[src/rtl/mips_pkg.sv]
// Shared types for the ID/EX operand stage: ALU codes, forwarding selects and the
// ID/EX pipeline register layout.
package mips_pkg;

    localparam int unsigned ID_EX_DATA_W = 32;
    localparam int unsigned ID_EX_REG_AW = 5;

    typedef enum logic [2:0] {
        ALU_ADD = 3'd0,
        ALU_SUB = 3'd1,
        ALU_AND = 3'd2,
        ALU_OR  = 3'd3,
        ALU_LT  = 3'd4,
        ALU_XOR = 3'd5
    } alu_op_e;

    typedef enum logic [1:0] {
        FWD_RF  = 2'd0,
        FWD_MEM = 2'd1,
        FWD_WB  = 2'd2
    } fwd_sel_e;

    typedef struct packed {
        logic                    valid;
        logic [ID_EX_REG_AW-1:0] rs;
        logic [ID_EX_REG_AW-1:0] rt;
        logic [ID_EX_REG_AW-1:0] dest;
        logic [ID_EX_DATA_W-1:0] rs_data;
        logic [ID_EX_DATA_W-1:0] rt_data;
        logic [ID_EX_DATA_W-1:0] imm;
        logic                    alu_src;
        alu_op_e                 alu_op;
        logic                    reg_write;
        logic                    mem_read;
        logic                    mem_write;
    } id_ex_t;

    // Bubble is all-zero apart from the explicit ADD so it reads as a harmless NOP.
    localparam id_ex_t BUBBLE = '{
        valid:     1'b0,
        rs:        '0,
        rt:        '0,
        dest:      '0,
        rs_data:   '0,
        rt_data:   '0,
        imm:       '0,
        alu_src:   1'b0,
        alu_op:    ALU_ADD,
        reg_write: 1'b0,
        mem_read:  1'b0,
        mem_write: 1'b0
    };

    function automatic logic [ID_EX_DATA_W-1:0] fwd_mux(
        input fwd_sel_e                sel,
        input logic [ID_EX_DATA_W-1:0] rf_data,
        input logic [ID_EX_DATA_W-1:0] mem_data,
        input logic [ID_EX_DATA_W-1:0] wb_data
    );
        logic [ID_EX_DATA_W-1:0] res;
        res = rf_data;
        unique case (sel)
            FWD_MEM: res = mem_data;
            FWD_WB:  res = wb_data;
            default: res = rf_data;
        endcase
        return res;
    endfunction

endpackage

[src/rtl/id_ex_operand_stage_if.sv]
// ID-side inputs, MEM/WB forwarding sources and EX-side outputs of the ID/EX operand stage.
interface id_ex_operand_stage_if #(
    parameter int unsigned DATA_W = 32,
    parameter int unsigned REG_AW = 5
);
    logic              id_valid;
    logic [REG_AW-1:0] id_rs;
    logic [REG_AW-1:0] id_rt;
    logic [REG_AW-1:0] id_dest;
    logic              id_uses_rt;
    logic [DATA_W-1:0] id_rs_data;
    logic [DATA_W-1:0] id_rt_data;
    logic [DATA_W-1:0] id_imm;
    logic              id_alu_src;
    logic [2:0]        id_alu_op;
    logic              id_reg_write;
    logic              id_mem_read;
    logic              id_mem_write;
    logic              flush;

    logic              mem_reg_write;
    logic [REG_AW-1:0] mem_rd;
    logic [DATA_W-1:0] mem_result;
    logic              wb_reg_write;
    logic [REG_AW-1:0] wb_rd;
    logic [DATA_W-1:0] wb_data;

    logic              stall_out;
    logic              ex_valid;
    logic [DATA_W-1:0] ex_input1;
    logic [DATA_W-1:0] ex_input2;
    logic [2:0]        ex_alu_control;
    logic [DATA_W-1:0] ex_store_data;
    logic [REG_AW-1:0] ex_dest;
    logic              ex_reg_write;
    logic              ex_mem_read;
    logic              ex_mem_write;

    modport master (
        output id_valid, id_rs, id_rt, id_dest, id_uses_rt, id_rs_data, id_rt_data, id_imm,
               id_alu_src, id_alu_op, id_reg_write, id_mem_read, id_mem_write, flush,
               mem_reg_write, mem_rd, mem_result, wb_reg_write, wb_rd, wb_data,
        input  stall_out, ex_valid, ex_input1, ex_input2, ex_alu_control, ex_store_data,
               ex_dest, ex_reg_write, ex_mem_read, ex_mem_write
    );

    modport slave (
        input  id_valid, id_rs, id_rt, id_dest, id_uses_rt, id_rs_data, id_rt_data, id_imm,
               id_alu_src, id_alu_op, id_reg_write, id_mem_read, id_mem_write, flush,
               mem_reg_write, mem_rd, mem_result, wb_reg_write, wb_rd, wb_data,
        output stall_out, ex_valid, ex_input1, ex_input2, ex_alu_control, ex_store_data,
               ex_dest, ex_reg_write, ex_mem_read, ex_mem_write
    );
endinterface

[src/rtl/ex_forward_unit.sv]
// Per-operand forwarding select: MEM beats WB, register 0 never forwards.
module ex_forward_unit
    import mips_pkg::*;
#(
    parameter int unsigned REG_AW = 5
) (
    input  logic [REG_AW-1:0] idx,
    input  logic              mem_reg_write,
    input  logic [REG_AW-1:0] mem_rd,
    input  logic              wb_reg_write,
    input  logic [REG_AW-1:0] wb_rd,
    output fwd_sel_e          sel
);
    logic mem_hit;
    logic wb_hit;

    assign mem_hit = mem_reg_write && (mem_rd != '0) && (mem_rd == idx);
    assign wb_hit  = wb_reg_write && (wb_rd != '0) && (wb_rd == idx);

    always_comb begin
        sel = FWD_RF;
        if (mem_hit) begin
            sel = FWD_MEM;
        end else if (wb_hit) begin
            sel = FWD_WB;
        end
    end
endmodule

[src/rtl/id_ex_operand_stage.sv]
// ID/EX pipeline register with operand forwarding and load-use stall detection.
// Optional EX_PERF_CNT_EN adds stall and forward-hit performance counters.
module id_ex_operand_stage
    import mips_pkg::*;
#(
    parameter int unsigned DATA_W = ID_EX_DATA_W,
    parameter int unsigned REG_AW = ID_EX_REG_AW
) (
    input  logic                  clk,
    input  logic                  rst_n,
    id_ex_operand_stage_if.slave  bus
`ifdef EX_PERF_CNT_EN
    ,
    output logic [31:0]           perf_stall_cnt,
    output logic [31:0]           perf_fwd_cnt
`endif
);
    id_ex_t   ex_q;
    id_ex_t   ex_d;
    logic     stall;
    logic     load_use;
    fwd_sel_e rs_sel;
    fwd_sel_e rt_sel;
    logic [DATA_W-1:0] rs_fwd;
    logic [DATA_W-1:0] rt_fwd;

    // Only a load already in EX can hazard; everything else is covered by forwarding.
    assign load_use = (ex_q.dest == bus.id_rs) || (bus.id_uses_rt && (ex_q.dest == bus.id_rt));
    assign stall    = ex_q.valid && ex_q.mem_read && (ex_q.dest != '0) && bus.id_valid &&
                      !bus.flush && load_use;
    assign bus.stall_out = stall;

    always_comb begin
        ex_d = BUBBLE;
        if (!(stall || bus.flush)) begin
            ex_d.valid     = bus.id_valid;
            ex_d.rs        = bus.id_rs;
            ex_d.rt        = bus.id_rt;
            ex_d.dest      = bus.id_dest;
            ex_d.rs_data   = bus.id_rs_data;
            ex_d.rt_data   = bus.id_rt_data;
            ex_d.imm       = bus.id_imm;
            ex_d.alu_src   = bus.id_alu_src;
            ex_d.alu_op    = alu_op_e'(bus.id_alu_op);
            ex_d.reg_write = bus.id_reg_write;
            ex_d.mem_read  = bus.id_mem_read;
            ex_d.mem_write = bus.id_mem_write;
        end
    end

    always_ff @(posedge clk or negedge rst_n) begin
        if (!rst_n) begin
            ex_q <= BUBBLE;
        end else begin
            ex_q <= ex_d;
        end
    end

    ex_forward_unit #(.REG_AW(REG_AW)) u_fwd_rs (
        .idx           (ex_q.rs),
        .mem_reg_write (bus.mem_reg_write),
        .mem_rd        (bus.mem_rd),
        .wb_reg_write  (bus.wb_reg_write),
        .wb_rd         (bus.wb_rd),
        .sel           (rs_sel)
    );

    ex_forward_unit #(.REG_AW(REG_AW)) u_fwd_rt (
        .idx           (ex_q.rt),
        .mem_reg_write (bus.mem_reg_write),
        .mem_rd        (bus.mem_rd),
        .wb_reg_write  (bus.wb_reg_write),
        .wb_rd         (bus.wb_rd),
        .sel           (rt_sel)
    );

    assign rs_fwd = fwd_mux(rs_sel, ex_q.rs_data, bus.mem_result, bus.wb_data);
    assign rt_fwd = fwd_mux(rt_sel, ex_q.rt_data, bus.mem_result, bus.wb_data);

    assign bus.ex_valid       = ex_q.valid;
    assign bus.ex_input1      = rs_fwd;
    assign bus.ex_input2      = ex_q.alu_src ? ex_q.imm : rt_fwd;
    assign bus.ex_alu_control = ex_q.alu_op;
    assign bus.ex_store_data  = rt_fwd;
    assign bus.ex_dest        = ex_q.dest;
    assign bus.ex_reg_write   = ex_q.reg_write;
    assign bus.ex_mem_read    = ex_q.mem_read;
    assign bus.ex_mem_write   = ex_q.mem_write;

`ifdef EX_PERF_CNT_EN
    logic [31:0] stall_cnt_q;
    logic [31:0] fwd_cnt_q;
    logic        fwd_hit;

    assign fwd_hit = ex_q.valid && ((rs_sel != FWD_RF) || (rt_sel != FWD_RF));

    always_ff @(posedge clk or negedge rst_n) begin
        if (!rst_n) begin
            stall_cnt_q <= '0;
            fwd_cnt_q   <= '0;
        end else begin
            if (stall) begin
                stall_cnt_q <= stall_cnt_q + 32'd1;
            end
            if (fwd_hit) begin
                fwd_cnt_q <= fwd_cnt_q + 32'd1;
            end
        end
    end

    assign perf_stall_cnt = stall_cnt_q;
    assign perf_fwd_cnt   = fwd_cnt_q;
`endif
endmodule

[src/flat_wrapper.sv]
// flat-port wrapper written by rule: the top's interface ports become plain ports
module id_ex_operand_stage_flat import mips_pkg::*;
#(
    parameter int unsigned DATA_W = ID_EX_DATA_W,
    parameter int unsigned REG_AW = ID_EX_REG_AW
)
  (clk, rst_n, bus_id_valid, bus_id_rs, bus_id_rt, bus_id_dest, bus_id_uses_rt, bus_id_rs_data, bus_id_rt_data, bus_id_imm, bus_id_alu_src, bus_id_alu_op, bus_id_reg_write, bus_id_mem_read, bus_id_mem_write, bus_flush, bus_mem_reg_write, bus_mem_rd, bus_mem_result, bus_wb_reg_write, bus_wb_rd, bus_wb_data, bus_stall_out, bus_ex_valid, bus_ex_input1, bus_ex_input2, bus_ex_alu_control, bus_ex_store_data, bus_ex_dest, bus_ex_reg_write, bus_ex_mem_read, bus_ex_mem_write);
  id_ex_operand_stage_if #(.DATA_W(DATA_W), .REG_AW(REG_AW)) bus_i ();
  input  logic clk;
  input  logic rst_n;
  input wire logic [$bits(bus_i.id_valid)-1:0] bus_id_valid;
  input wire logic [$bits(bus_i.id_rs)-1:0] bus_id_rs;
  input wire logic [$bits(bus_i.id_rt)-1:0] bus_id_rt;
  input wire logic [$bits(bus_i.id_dest)-1:0] bus_id_dest;
  input wire logic [$bits(bus_i.id_uses_rt)-1:0] bus_id_uses_rt;
  input wire logic [$bits(bus_i.id_rs_data)-1:0] bus_id_rs_data;
  input wire logic [$bits(bus_i.id_rt_data)-1:0] bus_id_rt_data;
  input wire logic [$bits(bus_i.id_imm)-1:0] bus_id_imm;
  input wire logic [$bits(bus_i.id_alu_src)-1:0] bus_id_alu_src;
  input wire logic [$bits(bus_i.id_alu_op)-1:0] bus_id_alu_op;
  input wire logic [$bits(bus_i.id_reg_write)-1:0] bus_id_reg_write;
  input wire logic [$bits(bus_i.id_mem_read)-1:0] bus_id_mem_read;
  input wire logic [$bits(bus_i.id_mem_write)-1:0] bus_id_mem_write;
  input wire logic [$bits(bus_i.flush)-1:0] bus_flush;
  input wire logic [$bits(bus_i.mem_reg_write)-1:0] bus_mem_reg_write;
  input wire logic [$bits(bus_i.mem_rd)-1:0] bus_mem_rd;
  input wire logic [$bits(bus_i.mem_result)-1:0] bus_mem_result;
  input wire logic [$bits(bus_i.wb_reg_write)-1:0] bus_wb_reg_write;
  input wire logic [$bits(bus_i.wb_rd)-1:0] bus_wb_rd;
  input wire logic [$bits(bus_i.wb_data)-1:0] bus_wb_data;
  output wire logic [$bits(bus_i.stall_out)-1:0] bus_stall_out;
  output wire logic [$bits(bus_i.ex_valid)-1:0] bus_ex_valid;
  output wire logic [$bits(bus_i.ex_input1)-1:0] bus_ex_input1;
  output wire logic [$bits(bus_i.ex_input2)-1:0] bus_ex_input2;
  output wire logic [$bits(bus_i.ex_alu_control)-1:0] bus_ex_alu_control;
  output wire logic [$bits(bus_i.ex_store_data)-1:0] bus_ex_store_data;
  output wire logic [$bits(bus_i.ex_dest)-1:0] bus_ex_dest;
  output wire logic [$bits(bus_i.ex_reg_write)-1:0] bus_ex_reg_write;
  output wire logic [$bits(bus_i.ex_mem_read)-1:0] bus_ex_mem_read;
  output wire logic [$bits(bus_i.ex_mem_write)-1:0] bus_ex_mem_write;
  assign bus_i.id_valid = bus_id_valid;
  assign bus_i.id_rs = bus_id_rs;
  assign bus_i.id_rt = bus_id_rt;
  assign bus_i.id_dest = bus_id_dest;
  assign bus_i.id_uses_rt = bus_id_uses_rt;
  assign bus_i.id_rs_data = bus_id_rs_data;
  assign bus_i.id_rt_data = bus_id_rt_data;
  assign bus_i.id_imm = bus_id_imm;
  assign bus_i.id_alu_src = bus_id_alu_src;
  assign bus_i.id_alu_op = bus_id_alu_op;
  assign bus_i.id_reg_write = bus_id_reg_write;
  assign bus_i.id_mem_read = bus_id_mem_read;
  assign bus_i.id_mem_write = bus_id_mem_write;
  assign bus_i.flush = bus_flush;
  assign bus_i.mem_reg_write = bus_mem_reg_write;
  assign bus_i.mem_rd = bus_mem_rd;
  assign bus_i.mem_result = bus_mem_result;
  assign bus_i.wb_reg_write = bus_wb_reg_write;
  assign bus_i.wb_rd = bus_wb_rd;
  assign bus_i.wb_data = bus_wb_data;
  assign bus_stall_out = bus_i.stall_out;
  assign bus_ex_valid = bus_i.ex_valid;
  assign bus_ex_input1 = bus_i.ex_input1;
  assign bus_ex_input2 = bus_i.ex_input2;
  assign bus_ex_alu_control = bus_i.ex_alu_control;
  assign bus_ex_store_data = bus_i.ex_store_data;
  assign bus_ex_dest = bus_i.ex_dest;
  assign bus_ex_reg_write = bus_i.ex_reg_write;
  assign bus_ex_mem_read = bus_i.ex_mem_read;
  assign bus_ex_mem_write = bus_i.ex_mem_write;
  id_ex_operand_stage #(.DATA_W(DATA_W), .REG_AW(REG_AW)) u_core (.clk(clk), .rst_n(rst_n), .bus(bus_i));
endmodule
[config.mk]
export PLATFORM = sky130hd
export DESIGN_NAME = id_ex_operand_stage_flat
export DESIGN_NICKNAME = d
export VERILOG_FILES = /design/src/rtl/mips_pkg.sv /design/src/rtl/id_ex_operand_stage_if.sv /design/src/rtl/ex_forward_unit.sv /design/src/rtl/id_ex_operand_stage.sv /design/src/flat_wrapper.sv
export SDC_FILE = /design/constraint.sdc
export NUM_CORES = 1
export LEC_CHECK = 0
export CORE_AREA = 2 2 121 123
export CTS_CLUSTER_DIAMETER = 40
export DETAILED_ROUTE_END_ITERATION = 12
export DIE_AREA = 0 0 123 125
export DONT_BUFFER_PORTS = 1
export GPL_ROUTABILITY_DRIVEN = 0
export SLEW_MARGIN = 20
export SYNTH_ARGS = -nofsm -noshare
export SYNTH_HDL_FRONTEND = slang
export SYNTH_SLANG_ARGS = --single-unit
[constraint.sdc]
create_clock -name clk -period 2.1 [get_ports clk]
set_clock_uncertainty 0.15 [all_clocks]
set_input_delay 0.21 -clock clk [delete_from_list [all_inputs] [get_ports clk]]
set_output_delay 0.21 -clock clk [all_outputs]
set_load 0.005 [all_outputs]
==> results of run 1 <==
==> repair_timing <==
item                                    CTS  global route
gates cloned                             14             7
setup buffers                            14            13
pin swaps                                44            56
endpoints found under the setup margin   97            99
endpoints found under the hold margin   238           119
resized for setup                       245           191
==> worst max path at each step <==
stage	start	to	slack [ns]	depth (start not counted)
floorplan	u_core.ex_q[111]	bus_ex_input2[10]	-0.02	7
global placement	u_core.ex_q[109]	bus_ex_input2[0]	-0.22	7
detailed placement	u_core.ex_q[111]	bus_ex_input2[0]	-0.24	7
CTS	u_core.ex_q[109]	bus_ex_input2[11]	-0.51	8
global route	u_core.ex_q[109]	bus_ex_input2[20]	-0.70	7
finish	u_core.ex_q[110]	bus_ex_input2[20]	-0.63	8
==> synthesized netlist by cell type (23+ instances only) <==
library cell / number / area (um^2)
clkbuf_1: 31 / 116
o21ai_0: 23 / 115
inv_1: 24 / 90.1
nor2_1: 53 / 199
nor3_1: 25 / 125
mux2i_1: 32 / 320
mux2_2: 24 / 270
and2_1: 119 / 744
or3_1: 24 / 150
dfrtp_1: 119 / 2980
a21oi_1: 34 / 170
xnor2_1: 25 / 219
==> final cells by class <==
type / instances / area, um^2
fill: 738 / 2700
clock buffer: 22 / 474
timing repair buffer: 234 / 2800
tap: 184 / 230
inverter: 24 / 90.1
clock inverter: 9 / 100
multi-input combinational: 441 / 4820
sequential: 119 / 2980
==> state kept, by name, indices dropped and copies added, names as in the netlist <==
signal                     count
u_core.ex_q                  107
u_core.bus.ex_dest             5
u_core.bus.ex_alu_control      3
u_core.bus.ex_mem_read         1
u_core.bus.ex_mem_write        1
u_core.bus.ex_reg_write        1
u_core.bus.ex_valid            1
==> stage by stage <==
step                instance area, um^2  power, uW
floorplan                          6370       2960
global placement                   6970       3190
detailed placement                 6970       3210
CTS                               10300       6490
global route                      11500       6950
finish                            11500       6750
==> metal layers <==
metal	GRT usage (%)	vias up	share of wire, %
li1	-	2560	-
met1	35.6	3060	36
met2	53.2	399	51
met3	11.9	108	8.4
met4	18.9	0	4.6
met5	0	-	0
==> cells by family after synthesis <==
| family | count (synthesis) |
|---|---|
| AND/OR/NAND/NOR | 253 |
| flip-flops | 119 |
| AO/OA/AOI/OAI | 102 |
| buffers and inverters | 78 |
| multiplexers | 56 |
| XOR/XNOR | 30 |
==> critical path, stage by stage, from the launching register on <==
cell	delay, ns
dfrtp_1	0.40
buf_6	0.13
xnor2_2	0.16
nand4_1	0.13
buf_6	0.15
or2_4	0.34
clkbuf_16	0.21
a31oi_4	0.24
mux2_4	0.19
==> power by group through the flow <==
stage | clock, uW | sequential, uW | combinational [uW]
6_report | 2880 | 2500 | 1370
5_1_grt | 3020 | 2500 | 1430
4_1_cts | 2890 | 2470 | 1130
3_5_place_dp | 0 | 2500 | 705
3_3_place_gp | 0 | 2500 | 692
2_1_floorplan | 0 | 2480 | 478
==> layout by cell type (no fill, tap or decap), types with 3 or more instances in the layout <==
master	instances
dlygate4sd3_1	120
and2_1	119
dfrtp_1	116
buf_6	46
nor2_4	30
buf_4	30
mux2i_4	29
inv_1	24
a31oi_4	24
mux2_4	24
or3_4	22
clkbuf_16	22
a21oi_4	19
xnor2_1	15
buf_12	15
nor3_2	13
a21oi_2	13
buf_16	13
nor2_2	12
nor2_1	11
nor3_1	11
nand2_1	11
o21ai_1	9
xnor2_2	8
and3_1	8
o21ai_4	6
o21ai_0	6
a221oi_4	5
clkinv_2	5
buf_8	5
nand4_1	4
o21ai_2	4
o31ai_2	4
xnor2_4	3
a221oi_2	3
nand3_1	3
o31ai_4	3
clkbuf_8	3
dfrtp_2	3
==> impl_metrics.env, run 1 <==
export IMPL_drtPass1Iterations=5
export IMPL_synth_async_sr_flop_share_pct=100
export IMPL_min_period_over_period_pct=130
export IMPL_cap_violations=0
export IMPL_clk_pin_slew_worst_paths_ns=0.06
export IMPL_post_route_drc_count=0
export IMPL_post_synth_cell_area_avg_um2=9.93
export IMPL_num_vias=6127
export IMPL_std_cell_rows=44
export IMPL_setup_tns_final_ns=-45.25
export IMPL_synthesis_nets=837
export IMPL_worst_ir_drop_vdd_mv=0.599
export IMPL_fmax_mhz=367
export IMPL_hold_ws_ns=-0.659
export IMPL_cts_sinks=119
export IMPL_drive_gt1_share_pct=44.9
export IMPL_synth_area_mux_share_pct=9.33
export IMPL_synth_cells=638
export IMPL_fp_dieH_um=125
export IMPL_ys_ff_latch=119
export IMPL_layout_nets=1036
export IMPL_p_comb_share_pct=20.3
export IMPL_final_util_pct=81.0
export IMPL_ff2ff_path_depth=5
export IMPL_syn_area_um2=6330
export IMPL_synth_flop_cell="dfrtp_1"
export IMPL_viasPerCell=5.93
export IMPL_die_w_um=123
export IMPL_grt_pass1_vias=6673
export IMPL_synth_edff_count=0
export IMPL_start_util_pct=44.6
export IMPL_grt_pass1_wl_mm=37.0
export IMPL_grt_max_degree=120
export IMPL_grt_use_total_pct=32.3
export IMPL_synth_compound_area_share_pct=11.6
export IMPL_path_max_fanout=7
export IMPL_dp_worst_setup_slack_ns=-0.240
export IMPL_grt_overflow_total=0
export IMPL_critPathRequiredTime_ns=1.74
export IMPL_htree_levels=4
export IMPL_slew_violations=0
export IMPL_start_kind="register"
export IMPL_violations="negative hold slack, negative setup slack"
export IMPL_cell_internal_pwr_uw=5010
export IMPL_areaGrowthSynthToFinish_pct=81.6
export IMPL_antenna_found_initial=0
export IMPL_end_kind="output pin"
export IMPL_final_min_clock_period_ns=2.73
export IMPL_status="finished, violations left"
export IMPL_finalSetupViolCount=96
export IMPL_hpwl_mm=14.0
export IMPL_leakagePower_uw=0.00461
export IMPL_postRouteWirelength_mm=27.5
export IMPL_clkPwrFrac_pct=42.7
export IMPL_detail_route_antenna_nets=0
export IMPL_io_pins=308
export IMPL_clock_latency_ns=0.41
export IMPL_synth_top_family_by_area="simple AND/OR/NAND/NOR gates"
export IMPL_crit_arrival_ns=2.37
export IMPL_hold_viol_final=119
export IMPL_reg2reg_slack_ns=0.22
export IMPL_tightest_slew_ns=0.512
export IMPL_portBuffers=0
export IMPL_rr_startpoint="u_core.bus.ex_dest[0]"
export IMPL_cts_buffers=17
export IMPL_ys_types=35
export IMPL_max_clock_path_buffers=2
export IMPL_seq_power_share_pct=37.0
export IMPL_synthSimpleGateAreaFrac_pct=22.1
export IMPL_rsz0062_at_grt="yes"
export IMPL_max_slew_margin_rel_pct=65.6
export IMPL_cts_tree="built"
export IMPL_diodes=0
export IMPL_die_area_um2=15400
export IMPL_power_switching_uw=1740
export IMPL_place_inst=839
export IMPL_synth_warnings=0
export IMPL_hold_buffers=120
export IMPL_drt_iter0_markers=477
export IMPL_synth_fa_ha_area_share_pct=0
export IMPL_instances_no_fill=1033
export IMPL_synth_sequential_area_ratio_pct=47.0
export IMPL_layout_setup_ws_ns=-0.625
export IMPL_avgRoutedWirePerCell_um=26.7
export IMPL_yosys_area_share_xor_xnor_pct=4.27
export IMPL_core_um2=14200
export IMPL_regToRegEndpoint="u_core.ex_q[68]"
export IMPL_hold_class="in -> async"
export IMPL_crit_type="reg -> out"
export IMPL_power_density_nw_per_um2=587
export IMPL_clock_root_buffer="clkbuf_16"
export IMPL_power_share_switching_pct=25.7
No activity file was read; power rests on OpenSTA's default activity.
==> run 2, diff against run 1 <==
Settings changed: CAP_MARGIN set to 20.
==> results of run 2 <==
No change in the layout: final DEF, timing and power equal those of run 1.
